--- src/rtl/daq_pkg.sv ---
// ---------------------------------------------------------------------------
// daq_pkg
//  Shared constants for the DAQ frame path: default sync bytes, serializer
//  FSM state encoding and frame-length helpers.
// ---------------------------------------------------------------------------
package daq_pkg;

    localparam logic [7:0] SYNC0_DEFAULT = 8'hA5;
    localparam logic [7:0] SYNC1_DEFAULT = 8'h5A;

    // Sync x2, sequence, config
    localparam int FRAME_HDR_BYTES = 4;

    // Serializer states (legacy-compatible encoded constants)
    localparam logic [2:0] ST_IDLE = 3'd0;
    localparam logic [2:0] ST_HDR0 = 3'd1;
    localparam logic [2:0] ST_HDR1 = 3'd2;
    localparam logic [2:0] ST_SEQ  = 3'd3;
    localparam logic [2:0] ST_CFG  = 3'd4;
    localparam logic [2:0] ST_DATA = 3'd5;
    localparam logic [2:0] ST_CSUM = 3'd6;

    // Header + two bytes per channel word + checksum
    function automatic int frame_len(input int adccount);
        return FRAME_HDR_BYTES + 2 * adccount + 1;
    endfunction

endpackage

--- src/rtl/daq_sample_capture.sv ---
// ---------------------------------------------------------------------------
// daq_sample_capture
//  Collects one burst of ADCCOUNT channel words. A word flagged first always
//  restarts the burst at slot 0; a restart mid-burst discards the partial
//  burst and pulses resync_o on the following cycle.
// Ports
//  clk_i, reset_i    clock, asynchronous active-high reset
//  en_i              capture enable (low freezes the slot index)
//  sample_valid_i    word strobe
//  sample_first_i    word is channel 0
//  sample_data_i     channel word
//  words_o           full burst; valid only while done_o is high (last slot
//                    is taken straight from sample_data_i)
//  done_o            high on the edge that accepts the last slot
//  resync_o          1-cycle pulse after a mid-burst restart
// ---------------------------------------------------------------------------
module daq_sample_capture
    import daq_pkg::*;
#(
    parameter int ADCCOUNT = 8
) (
    input  logic                     clk_i,
    input  logic                     reset_i,
    input  logic                     en_i,
    input  logic                     sample_valid_i,
    input  logic                     sample_first_i,
    input  logic [15:0]              sample_data_i,
    output logic [ADCCOUNT-1:0][15:0] words_o,
    output logic                     done_o,
    output logic                     resync_o
);

    localparam int               IDX_W    = $clog2(ADCCOUNT);
    localparam logic [IDX_W-1:0] LAST_IDX = IDX_W'(ADCCOUNT - 1);

    logic [IDX_W-1:0]         idx_q, idx_d;
    logic                     resync_q, resync_d;
    logic [ADCCOUNT-2:0][15:0] buf_q;
    logic                     accept_first, accept_next;

    assign accept_first = en_i & sample_valid_i & sample_first_i;
    assign accept_next  = en_i & sample_valid_i & ~sample_first_i & (idx_q != '0);
    assign done_o       = accept_next & (idx_q == LAST_IDX);

    // Last slot never needs storage: hand-off happens on the edge it arrives.
    assign words_o  = {sample_data_i, buf_q};
    assign resync_o = resync_q;

    always_comb begin
        // NOTE: every always_comb output gets a default first so no path
        // leaves it unassigned, which would infer a latch.
        idx_d    = idx_q;
        resync_d = 1'b0;
        if (accept_first) begin
            idx_d    = IDX_W'(1);
            resync_d = (idx_q != '0);
        end else if (accept_next) begin
            idx_d = done_o ? '0 : idx_q + 1'b1;
        end
    end

    always_ff @(posedge clk_i or posedge reset_i) begin
        // NOTE: sequential state uses non-blocking assignments so every
        // register samples pre-edge values regardless of statement order.
        if (reset_i) begin
            idx_q    <= '0;
            resync_q <= 1'b0;
        end else begin
            idx_q    <= idx_d;
            resync_q <= resync_d;
        end
    end

    // NOTE: the sample buffer is deliberately not reset; it is only read
    // after every slot has been rewritten, and leaving it out of reset keeps
    // it plain storage.
    always_ff @(posedge clk_i) begin
        for (int s = 0; s < ADCCOUNT - 1; s++) begin
            if ((accept_first && s == 0) ||
                (accept_next && idx_q == IDX_W'(s)))
                buf_q[s] <= sample_data_i;
        end
    end

endmodule

--- src/rtl/daq_frame_serializer.sv ---
// ---------------------------------------------------------------------------
// daq_frame_serializer
//  Wraps each completed burst in a frame (SYNC0 SYNC1 SEQ CFG DATA.. CSUM)
//  and writes it byte-wide into an 8-bit FIFO. A new burst is captured while
//  the previous frame drains; bursts completing while busy are dropped and
//  counted. The sequence number advances on every completed burst.
// Ports
//  clk_i, reset_i    clock, asynchronous active-high reset
//  en_i              capture enable
//  os_sel_i          oversampling select, stamped into CFG at hand-off
//  sample_*_i        channel word stream from the readout stage
//  fifo_wrfull_i     FIFO full; stalls the serializer with byte held
//  fifo_wrreq_o      FIFO write request (busy and not full)
//  fifo_data_o       current frame byte (00 when idle)
//  busy_o            serializer not idle
//  frame_done_o      high while the checksum byte is being written
//  resync_o          mid-burst restart pulse
//  drop_cnt_o        saturating dropped-burst count
// ---------------------------------------------------------------------------
module daq_frame_serializer
    import daq_pkg::*;
#(
    parameter int         ADCCOUNT = 8,
    parameter logic [7:0] SYNC0    = SYNC0_DEFAULT,
    parameter logic [7:0] SYNC1    = SYNC1_DEFAULT
) (
    input  logic        clk_i,
    input  logic        reset_i,
    input  logic        en_i,
    input  logic [2:0]  os_sel_i,
    input  logic        sample_valid_i,
    input  logic        sample_first_i,
    input  logic [15:0] sample_data_i,
    input  logic        fifo_wrfull_i,
    output logic        fifo_wrreq_o,
    output logic [7:0]  fifo_data_o,
    output logic        busy_o,
    output logic        frame_done_o,
    output logic        resync_o,
    output logic [7:0]  drop_cnt_o
);

    localparam int                DATA_BYTES = frame_len(ADCCOUNT) - FRAME_HDR_BYTES - 1;
    localparam int                BIDX_W     = $clog2(DATA_BYTES);
    localparam logic [BIDX_W-1:0] LAST_BIDX  = BIDX_W'(DATA_BYTES - 1);

    logic [ADCCOUNT-1:0][15:0] burst_words;
    logic                      burst_done;

    logic [2:0]                state_q, state_d;
    logic [BIDX_W-1:0]         bidx_q, bidx_d;
    logic [7:0]                seq_q, seq_d;
    logic [7:0]                tx_seq_q, tx_seq_d;
    logic [2:0]                tx_os_q, tx_os_d;
    logic [7:0]                csum_q, csum_d;
    logic [7:0]                drop_q, drop_d;
    logic [ADCCOUNT-1:0][15:0] tx_buf_q;

    logic                      wr, handoff;
    logic [15:0]               cur_word;
    logic [7:0]                cur_byte;

    daq_sample_capture #(.ADCCOUNT(ADCCOUNT)) u_capture (
        .clk_i          (clk_i),
        .reset_i        (reset_i),
        .en_i           (en_i),
        .sample_valid_i (sample_valid_i),
        .sample_first_i (sample_first_i),
        .sample_data_i  (sample_data_i),
        .words_o        (burst_words),
        .done_o         (burst_done),
        .resync_o       (resync_o)
    );

    assign busy_o       = (state_q != ST_IDLE);
    assign wr           = busy_o & ~fifo_wrfull_i;
    assign fifo_wrreq_o = wr;
    assign fifo_data_o  = cur_byte;
    assign frame_done_o = (state_q == ST_CSUM) & wr;
    assign drop_cnt_o   = drop_q;

    // A burst can be taken when idle, or back-to-back when the checksum of
    // the current frame leaves on this very edge.
    assign handoff = burst_done & ((state_q == ST_IDLE) | ((state_q == ST_CSUM) & wr));

    // Byte index bit 0 selects low byte; upper bits select the channel word.
    assign cur_word = tx_buf_q[bidx_q[BIDX_W-1:1]];

    always_comb begin
        cur_byte = 8'h00;
        case (state_q)
            ST_HDR0: cur_byte = SYNC0;
            ST_HDR1: cur_byte = SYNC1;
            ST_SEQ:  cur_byte = tx_seq_q;
            ST_CFG:  cur_byte = {5'b0, tx_os_q};
            ST_DATA: cur_byte = bidx_q[0] ? cur_word[7:0] : cur_word[15:8];
            ST_CSUM: cur_byte = csum_q;
            default: cur_byte = 8'h00;
        endcase
    end

    always_comb begin
        state_d  = state_q;
        bidx_d   = bidx_q;
        seq_d    = seq_q;
        tx_seq_d = tx_seq_q;
        tx_os_d  = tx_os_q;
        csum_d   = csum_q;
        drop_d   = drop_q;

        if (wr) begin
            case (state_q)
                ST_HDR0: state_d = ST_HDR1;
                ST_HDR1: state_d = ST_SEQ;
                ST_SEQ: begin
                    state_d = ST_CFG;
                    csum_d  = csum_q + cur_byte;
                end
                ST_CFG: begin
                    state_d = ST_DATA;
                    bidx_d  = '0;
                    csum_d  = csum_q + cur_byte;
                end
                ST_DATA: begin
                    csum_d = csum_q + cur_byte;
                    if (bidx_q == LAST_BIDX) state_d = ST_CSUM;
                    else                     bidx_d  = bidx_q + 1'b1;
                end
                ST_CSUM: state_d = ST_IDLE;
                default: state_d = ST_IDLE;
            endcase
        end

        if (burst_done) seq_d = seq_q + 8'd1;

        if (handoff) begin
            state_d  = ST_HDR0;
            tx_seq_d = seq_q;
            tx_os_d  = os_sel_i;
            csum_d   = 8'h00;
        end else if (burst_done && drop_q != 8'hFF) begin
            drop_d = drop_q + 8'd1;
        end
    end

    always_ff @(posedge clk_i or posedge reset_i) begin
        if (reset_i) begin
            state_q  <= ST_IDLE;
            bidx_q   <= '0;
            seq_q    <= 8'h00;
            tx_seq_q <= 8'h00;
            tx_os_q  <= 3'b000;
            csum_q   <= 8'h00;
            drop_q   <= 8'h00;
        end else begin
            state_q  <= state_d;
            bidx_q   <= bidx_d;
            seq_q    <= seq_d;
            tx_seq_q <= tx_seq_d;
            tx_os_q  <= tx_os_d;
            csum_q   <= csum_d;
            drop_q   <= drop_d;
        end
    end

    always_ff @(posedge clk_i) begin
        if (handoff) tx_buf_q <= burst_words;
    end

endmodule

--- config.mk ---
export PLATFORM = sky130hd
export DESIGN_NAME = daq_frame_serializer
export DESIGN_NICKNAME = d
export VERILOG_FILES = /design/src/rtl/daq_pkg.sv /design/src/rtl/daq_sample_capture.sv /design/src/rtl/daq_frame_serializer.sv
export SDC_FILE = /design/constraint.sdc
export NUM_CORES = 1
export LEC_CHECK = 0
export CORE_UTILIZATION = 50
export CTS_BUF_LIST = sky130_fd_sc_hd__clkbuf_2 sky130_fd_sc_hd__clkbuf_4 sky130_fd_sc_hd__clkbuf_8
export CTS_CLUSTER_DIAMETER = 120
export DETAILED_ROUTE_END_ITERATION = 6
export GPL_TIMING_DRIVEN = 0
export PLACE_DENSITY = 0.68
export SLEW_MARGIN = 5
export SYNTH_ARGS = -nofsm -noshare
export SYNTH_HDL_FRONTEND = slang
export SYNTH_SLANG_ARGS = --single-unit
--- constraint.sdc ---
create_clock -name clk_i -period 13.7 [get_ports clk_i]
set_input_delay 2.74 -clock clk_i [delete_from_list [all_inputs] [get_ports clk_i]]
set_output_delay 2.74 -clock clk_i [all_outputs]
set_load 0.05 [all_outputs]
==> summary.txt <==
Run status
  • Status: finished clean

Layout
  • Layout cell share with drive strength beyond 1: 19.32%
  • N_diodes: 0
  • Fillers: 1557
  • NumNets Final: 714
  • Layout area overhead: 16.89%

Timing
  • Final period util: 52.60%
  • Worst-margin pin slew: 1219 ps
  • Max Slew Vio Count: 0
  • Hold Slack: 411.7 ps
  • Setup clock skew after layout: 14.03 ps
  • Unrepaired setup endpoints after global routing: false
  • Crit path time final: 7206 ps
  • Final Hold Vio Count: 0
  • Fin Setup TNS: 0 ps
  • Worst relative slew slack: 18.72%
  • F_max: 138.8 MHz
  • Final setup fails: 0

Hold path
  • Hold Crit Start: u_capture.words_o[90]
  • Min-Delay Path Class: register to register

GRT
  • Initial antenna violation count: 1
  • Largest net degree at the start of global routing: 50
  • First-pass GRT wire length: 29880 microns
  • Gr ovfl total: 0
  • GRT Total Usage: 18.40%
  • Vias in the first global route: 5462

Clock network
  • Clock latency on the worst-skew pair: 550 ps
  • Clock Sinks: 286
  • Post-CTS setup buffers: 0
  • H-tree depth: 2
  • Clock Tree Buf Depth: 3
  • CTS tree: built
  • CTS Buf Count: 47
  • Post-CTS sizing: 0
  • Clk slew on worst S/H paths: 60 ps
  • Root Buffer: clkbuf_8
  • Hold Buf Count CTS: 0

Synthesis
  • Syn Nets: 617
  • Number of synthesized flops with an enable pin: 240
  • Cell variety after synth: 47
  • Cell count after synthesis: 575
  • Avg Cell Area, Syn: 18.74 sq um
  • Sequential share of the synthesized area: 77.58%
  • Top-area cell type share of the netlist area: 66.89%
  • Cell taking the most area after synthesis: edfxtp_1
  • Most frequent cells after synthesis: edfxtp_1, dfrtp_1, mux4_2
  • Most common cell in the netlist: edfxtp_1
  • Asr flop ratio synth: 16.08%
  • Mapped Area: 0.01077 sq mm
  • Synth Register Bits: 286
  • Warnings from Yosys: 0
  • Top_reg_cell synth: edfxtp_1
  • Area contributors post-synth: edfxtp_1, dfrtp_1, mux4_2

Worst setup path
  • CP endpoint kind: output pin
  • Setup crit start: fifo_wrfull_i
  • Max FO, Critical Path: 3
  • Cell family with most CP delay: buffers and inverters
  • Worst endpoint data arrival time: 4470 ps
  • Slowest CP cell: clkdlybuf4s50_1
  • Cell Chain, Critical Path: clkdlybuf4s50_1, nand2b_1, nor3b_1, clkdlybuf4s50_1
  • Crit Path Category: input pin to output pin
  • Worst Path Required: 10960 ps
  • Crit path top cell by count: clkdlybuf4s50_1
  • Worst Path Buf+Inv: 2
  • Startpoint Class: input pin
  • CP peak stage delay: 850 ps
  • Reg2reg start: bidx_q[1]

Run
  • Max Cap Violations: 0

Die
  • Io pins: 45
  • # rows: 53
  • Starting density of the core: 51.09%
  • CORE AREA: 0.02109 sq mm
  • Die Wd: 148.8 microns
  • Die height: 148.8 microns
  • Total die area: 0.02214 sq mm

Placement
  • Final HPWL DP: 11920 microns
  • IO buf count: 44
  • Routability congestion estimate: 0.8701

Routing
  • DRT iter0 DRCs: 297
  • Drt pass-1 iters: 4
  • Via count: 5391
  • Routed wire length: 19490 microns
  • DR DRC count: 0
  • Post-DR vias/cell: 5.507
  • WL per Instance: 19.91 microns
  • Post-DRT Antenna Nets: 0

Pwr
  • Pleak: 4.403 nW
  • PwrDens: 181.4 mW/mm^2
  • Maximum VDD drop: 0.09550 mV
  • Tot Pwr: 2.284 mW
[layout make-up]
| type | count | area [sq um] | area share (%) |
|---|---|---|---|
| tap | 275 | 344.1 | 2.732 |
| clock buffer | 66 | 795.8 | 6.319 |
| clock inverter | 15 | 131.4 | 1.043 |
| sequential | 286 | 8358 | 66.37 |
| multi-input combinational | 250 | 2277 | 18.08 |
| timing repair buffer | 48 | 535.5 | 4.252 |
| buffer | 20 | 80.08 | 0.6359 |
| inverter | 19 | 71.32 | 0.5663 |
[final timing paths]
| check | endpoint | slack (ps) | cells past startpoint |
|---|---|---|---|
| hold / removal | tx_buf_q[90] | 410 | 0 |
| min in group asynchronous | drop_cnt_o[4] | 2580 | 2 |
| setup / recovery | frame_done_o | 6490 | 4 |
| hold reg to reg | tx_buf_q[90] | 410 | 0 |
| setup reg to reg | csum_q[7] | 9040 | 13 |
| max in group asynchronous | state_q[2] | 10600 | 3 |
[flip-flops by register name, summed over array words and instances (netlist names)]
name                count
bidx_q                  4
csum_q                  8
drop_cnt_o              8
seq_q                   8
state_q                 3
tx_buf_q              128
tx_os_q                 3
tx_seq_q                8
u_capture.idx_q         3
u_capture.resync_o      1
u_capture.words_o     112
[through the flow]
stage / std cells / setup WS [ps] / util [%] / instance area [sq um]
after floorplan: 575 / 5424 / - / 10770
after global placement: 894 / 3095 / 54.81 / 11560
after detailed placement: 898 / 6520 / 55.29 / 11660
after CTS: 979 / 6505 / 59.69 / 12590
after global routing: 979 / 6415 / 59.72 / 12590
final: 979 / 6494 / 59.72 / 12590
[worst reg2reg max path, stage by stage, from the launching register on]
cell and delay [ps]:
dfrtp_1 370, buf_2 270, buf_1 760, mux4_2 630, mux4_2 520, mux2i_1 150, o22ai_1 170, ha_1 320
a21o_1 110, a21oi_1 120, o211a_1 260, or3_1 370, and3_1 180, a311o_1 310
[logic make-up (layout without fill, tap and decap cells)]
| kind of cell | count (synthesis) | after routing | synth area share (%) |
|---|---|---|---|
| buf+inv | 39 | 168 | 1.370 |
| mux | 48 | 48 | 9.058 |
| flops | 286 | 286 | 77.58 |
| xor+xnor | 19 | 19 | 1.545 |
| simple gates | 99 | 99 | 4.587 |
| compound gates | 67 | 67 | 3.821 |
| fa+ha+maj | 17 | 17 | 2.044 |
[cells in the final DEF, fill, tap and decap left out, drive strengths merged, types with 4 or more instances in the layout]
master         instances
inv                   20
clkinv                10
a21oi                 13
edfxtp               240
nor2b                  4
and3                   9
clkbuf                79
xnor2                 14
nand4                  4
mux4                  39
nor3                   4
o21ai                 31
nand2                 35
buf                   11
dfrtp                 46
nor2                  13
clkdlybuf4s50         44
a32o                   4
mux2                   6
xor2                   5
nand3                 13
ha                    16
[where the power goes]
part	internal (mW)	total, mW	switching, mW
Clock	0.413	0.727	0.314
Combinational	0.229	0.555	0.326
Sequential	0.975	1.00	0.0270
Total	1.62	2.28	0.667
[per-layer routing]
layer  global-route usage (%)  part of all wire, %  wire [microns]
met2                    30.68                   51            9943
met5                        0                0.056              11
met1                    23.28                   41            7999
met4                    7.602                  2.3             441
met3                    4.404                  5.6            1090
No activity file was read; power rests on OpenSTA's default activity.
==> RTL change, RTL diff (same flow settings) <==
`ADCCOUNT` is set to 8 in 2 places; all go to 32.
--- a/src/rtl/daq_sample_capture.sv
+++ b/src/rtl/daq_sample_capture.sv
@@ -19,3 +19,3 @@
 #(
-    parameter int ADCCOUNT = 8
+    parameter int ADCCOUNT = 32
 ) (
--- a/src/rtl/daq_frame_serializer.sv
+++ b/src/rtl/daq_frame_serializer.sv
@@ -22,3 +22,3 @@
 #(
-    parameter int         ADCCOUNT = 8,
+    parameter int         ADCCOUNT = 32,
     parameter logic [7:0] SYNC0    = SYNC0_DEFAULT,
Function: changed (Yosys sat finds a counterexample within 10 cycles, from zero or initial values and one cycle with reset_i high).
==> RTL change against the original RTL <==
  * Total power rose to 3.1 times the old value
  * Core utilization decreased by 1.2 points
  * Register-to-register slack got worse by 800 ps
  * Critical endpoint is now fifo_data_o[4]
  * Global-route usage rose by 2.7 points
  * Setup slack worse by 730 ps
  * First-iteration DRC count increased to 7.0 times the old value
  * Wire length grew to 4.0 times the old value
  * Sequential share of layout area grew 6.9 points
  * Sequential cell count rose by 772
  * Clock power grew to 3.4 times the old value
  * Highest routed layer is now met4
  * Critical path depth rose by 4
  * Design area grew to 3.4 times the old value
  * Synthesized area grew to 3.5 times the old value
==> RTL change: results (changes against the original RTL) <==
### Layout
* **final net count** 1872, +160%
* **Signal buf overhead** 3.367%, -1.5 points
* **clock buffer instance count of the final layout** 217, +230%
* **invs w/o clock** 17, -2
* **clock network area share** 7.080%, -0.28 points
* **number of flip-flops under the largest register name** 512, +300%
* **fin area** 43000 µm², +240%
* **multi-input combinational area share** 13.29%, -4.8 points
* **area taken by flip-flops and latches** 31520 µm², +280%
* **share of post-route cells with drive strength above 1** 26.10%, +6.8 points
* **antenna diode count** 1, +1
* **Buffers excl. clock** 130, +91%
* **multi-input gate count** 462, +85%

### Detailed routing
* **total DRC errors in the routed layout** 0, unchanged
* **wirelength, routed** 77200 µm, +300%
* **Vias/cell** 5.717, +3.8%
* **router iterations before antenna repair** 6, +2
* **iteration-0 DRC count of the detailed router** 2086, +600%

### Timing
* **skew final** 47.49 ps, +33.46 ps
* **relative max-transition margin** 12.51%, -6.2 points

### Power and ir drop
* **internal power summed over all cells** 5290 µW, +230%
* **reported leakage power** 0.01362 µW, +210%
* **worst vdd rail ir drop** 0.08967 mV, -6.1%

### Synth
* **synth unique cells** 48, +2.1%
* **leading cell types by total area after synthesis** sky130_fd_sc_hd__edfxtp_1, sky130_fd_sc_hd__mux4_2, sky130_fd_sc_hd__dfrtp_1
* **sequential cell area fraction in the yosys report** 84.41%, +6.8 points
* **mux share of post-synthesis cell area** 10.28%, +1.2 points
* **total nets after synthesis** 1632, +160%
* **post-synthesis xor/xnor area fraction** 0.5395%, -1.0 points
* **share of synthesized flip-flops with an asynchronous set or reset** 4.726%, -11 points
* **most instantiated cells after synthesis** sky130_fd_sc_hd__edfxtp_1, sky130_fd_sc_hd__mux4_2, sky130_fd_sc_hd__nor2_1, sky130_fd_sc_hd__dfrtp_1, sky130_fd_sc_hd__nand2_1
* **number of synthesized flops with an enable pin** 1008, +320%
* **Synth Register Bits** 1058, +270%
* **share of synthesized cell area in full adder, half adder and majority cells** 0.5897%, -1.5 points

### Place
* **DP Area** 39950 µm², +240%
* **DP HPWL** 46230 µm, +290%
* **RePlAce Congestion** 0.8567, -1.5%

### Clocking
* **CTS H-tree lvls** 4, +2
* **number of buffers created by CTS** 161, +240%
* **Skew-Pair Late Insertion Delay** 820 ps, +270 ps
* **clock root cell** sky130_fd_sc_hd__clkbuf_8

### Global route
* **global-route usage over all layers** 21.07%, +2.7 points
* **maximum number of pins on one net before global-route repair** 47, -6.0%
* **initial antenna violation count** 2, +1
* **wire length of the first global-routing pass** 111200 µm, +270%

### Floorplan
* **Placeable Area** 73450 µm², +250%

### Critical path
* **R2R Path Start** bidx_q[2]
* **Critical Setup Path Class** reg2out
* **Critical Path AT** 5190 ps, +720 ps

### Status
* **result of the run** finished clean

### Min path
* **startpoint of the lowest-slack hold path** u_capture.words_o[478]

==> RTL change: critical path: stages, from the launching register on <==
cell	delay [ps]
sky130_fd_sc_hd__dfrtp_1	310
sky130_fd_sc_hd__buf_2	220
sky130_fd_sc_hd__buf_2	480
sky130_fd_sc_hd__buf_1	790
sky130_fd_sc_hd__mux4_2	430
sky130_fd_sc_hd__mux4_2	550
sky130_fd_sc_hd__mux4_2	560
sky130_fd_sc_hd__a32o_1	340
sky130_fd_sc_hd__clkdlybuf4s50_1	710
==> RTL change: path summary, 6_finish.rpt <==
path,to,slack (ps),depth (start not counted)
worst max-delay path,fifo_data_o[4],5770,8
worst min-delay path,tx_buf_q[478],380,0
worst max register to register,csum_q[7],8240,17
worst min register to register,tx_buf_q[478],380,0
max in group asynchronous,bidx_q[2],10890,3
min in group asynchronous,drop_cnt_o[5],2280,2
==> RTL change: stage by stage <==
| stage | instances | setup TNS [ps] | setup slack [ps] |
|---|---|---|---|
| 2_1_floorplan | 1590 | 0 | 1893 |
| 3_3_place_gp | 2593 | -798280 | -1595 |
| 3_5_place_dp | 2626 | 0 | 6397 |
| 4_1_cts | 2913 | 0 | 5672 |
| 5_1_grt | 2914 | 0 | 5623 |
| 6_report | 2914 | 0 | 5768 |
==> RTL change: power groups by stage <==
stage | Combinational [µW] | Clock [µW] | Sequential [µW]
2_1_floorplan | 716 | 0 | 3640
3_5_place_dp | 1090 | 0 | 3650
6_report | 1090 | 2440 | 3590
3_3_place_gp | 1050 | 0 | 3650
5_1_grt | 1160 | 2630 | 3590
4_1_cts | 1100 | 2490 | 3590
==> RTL change: metal layers <==
metal	global-route usage (%)	wire length, µm
met3	4.585	5557
met4	7.284	2020
met1	29.03	31660
met5	0	0
met2	33.66	37950
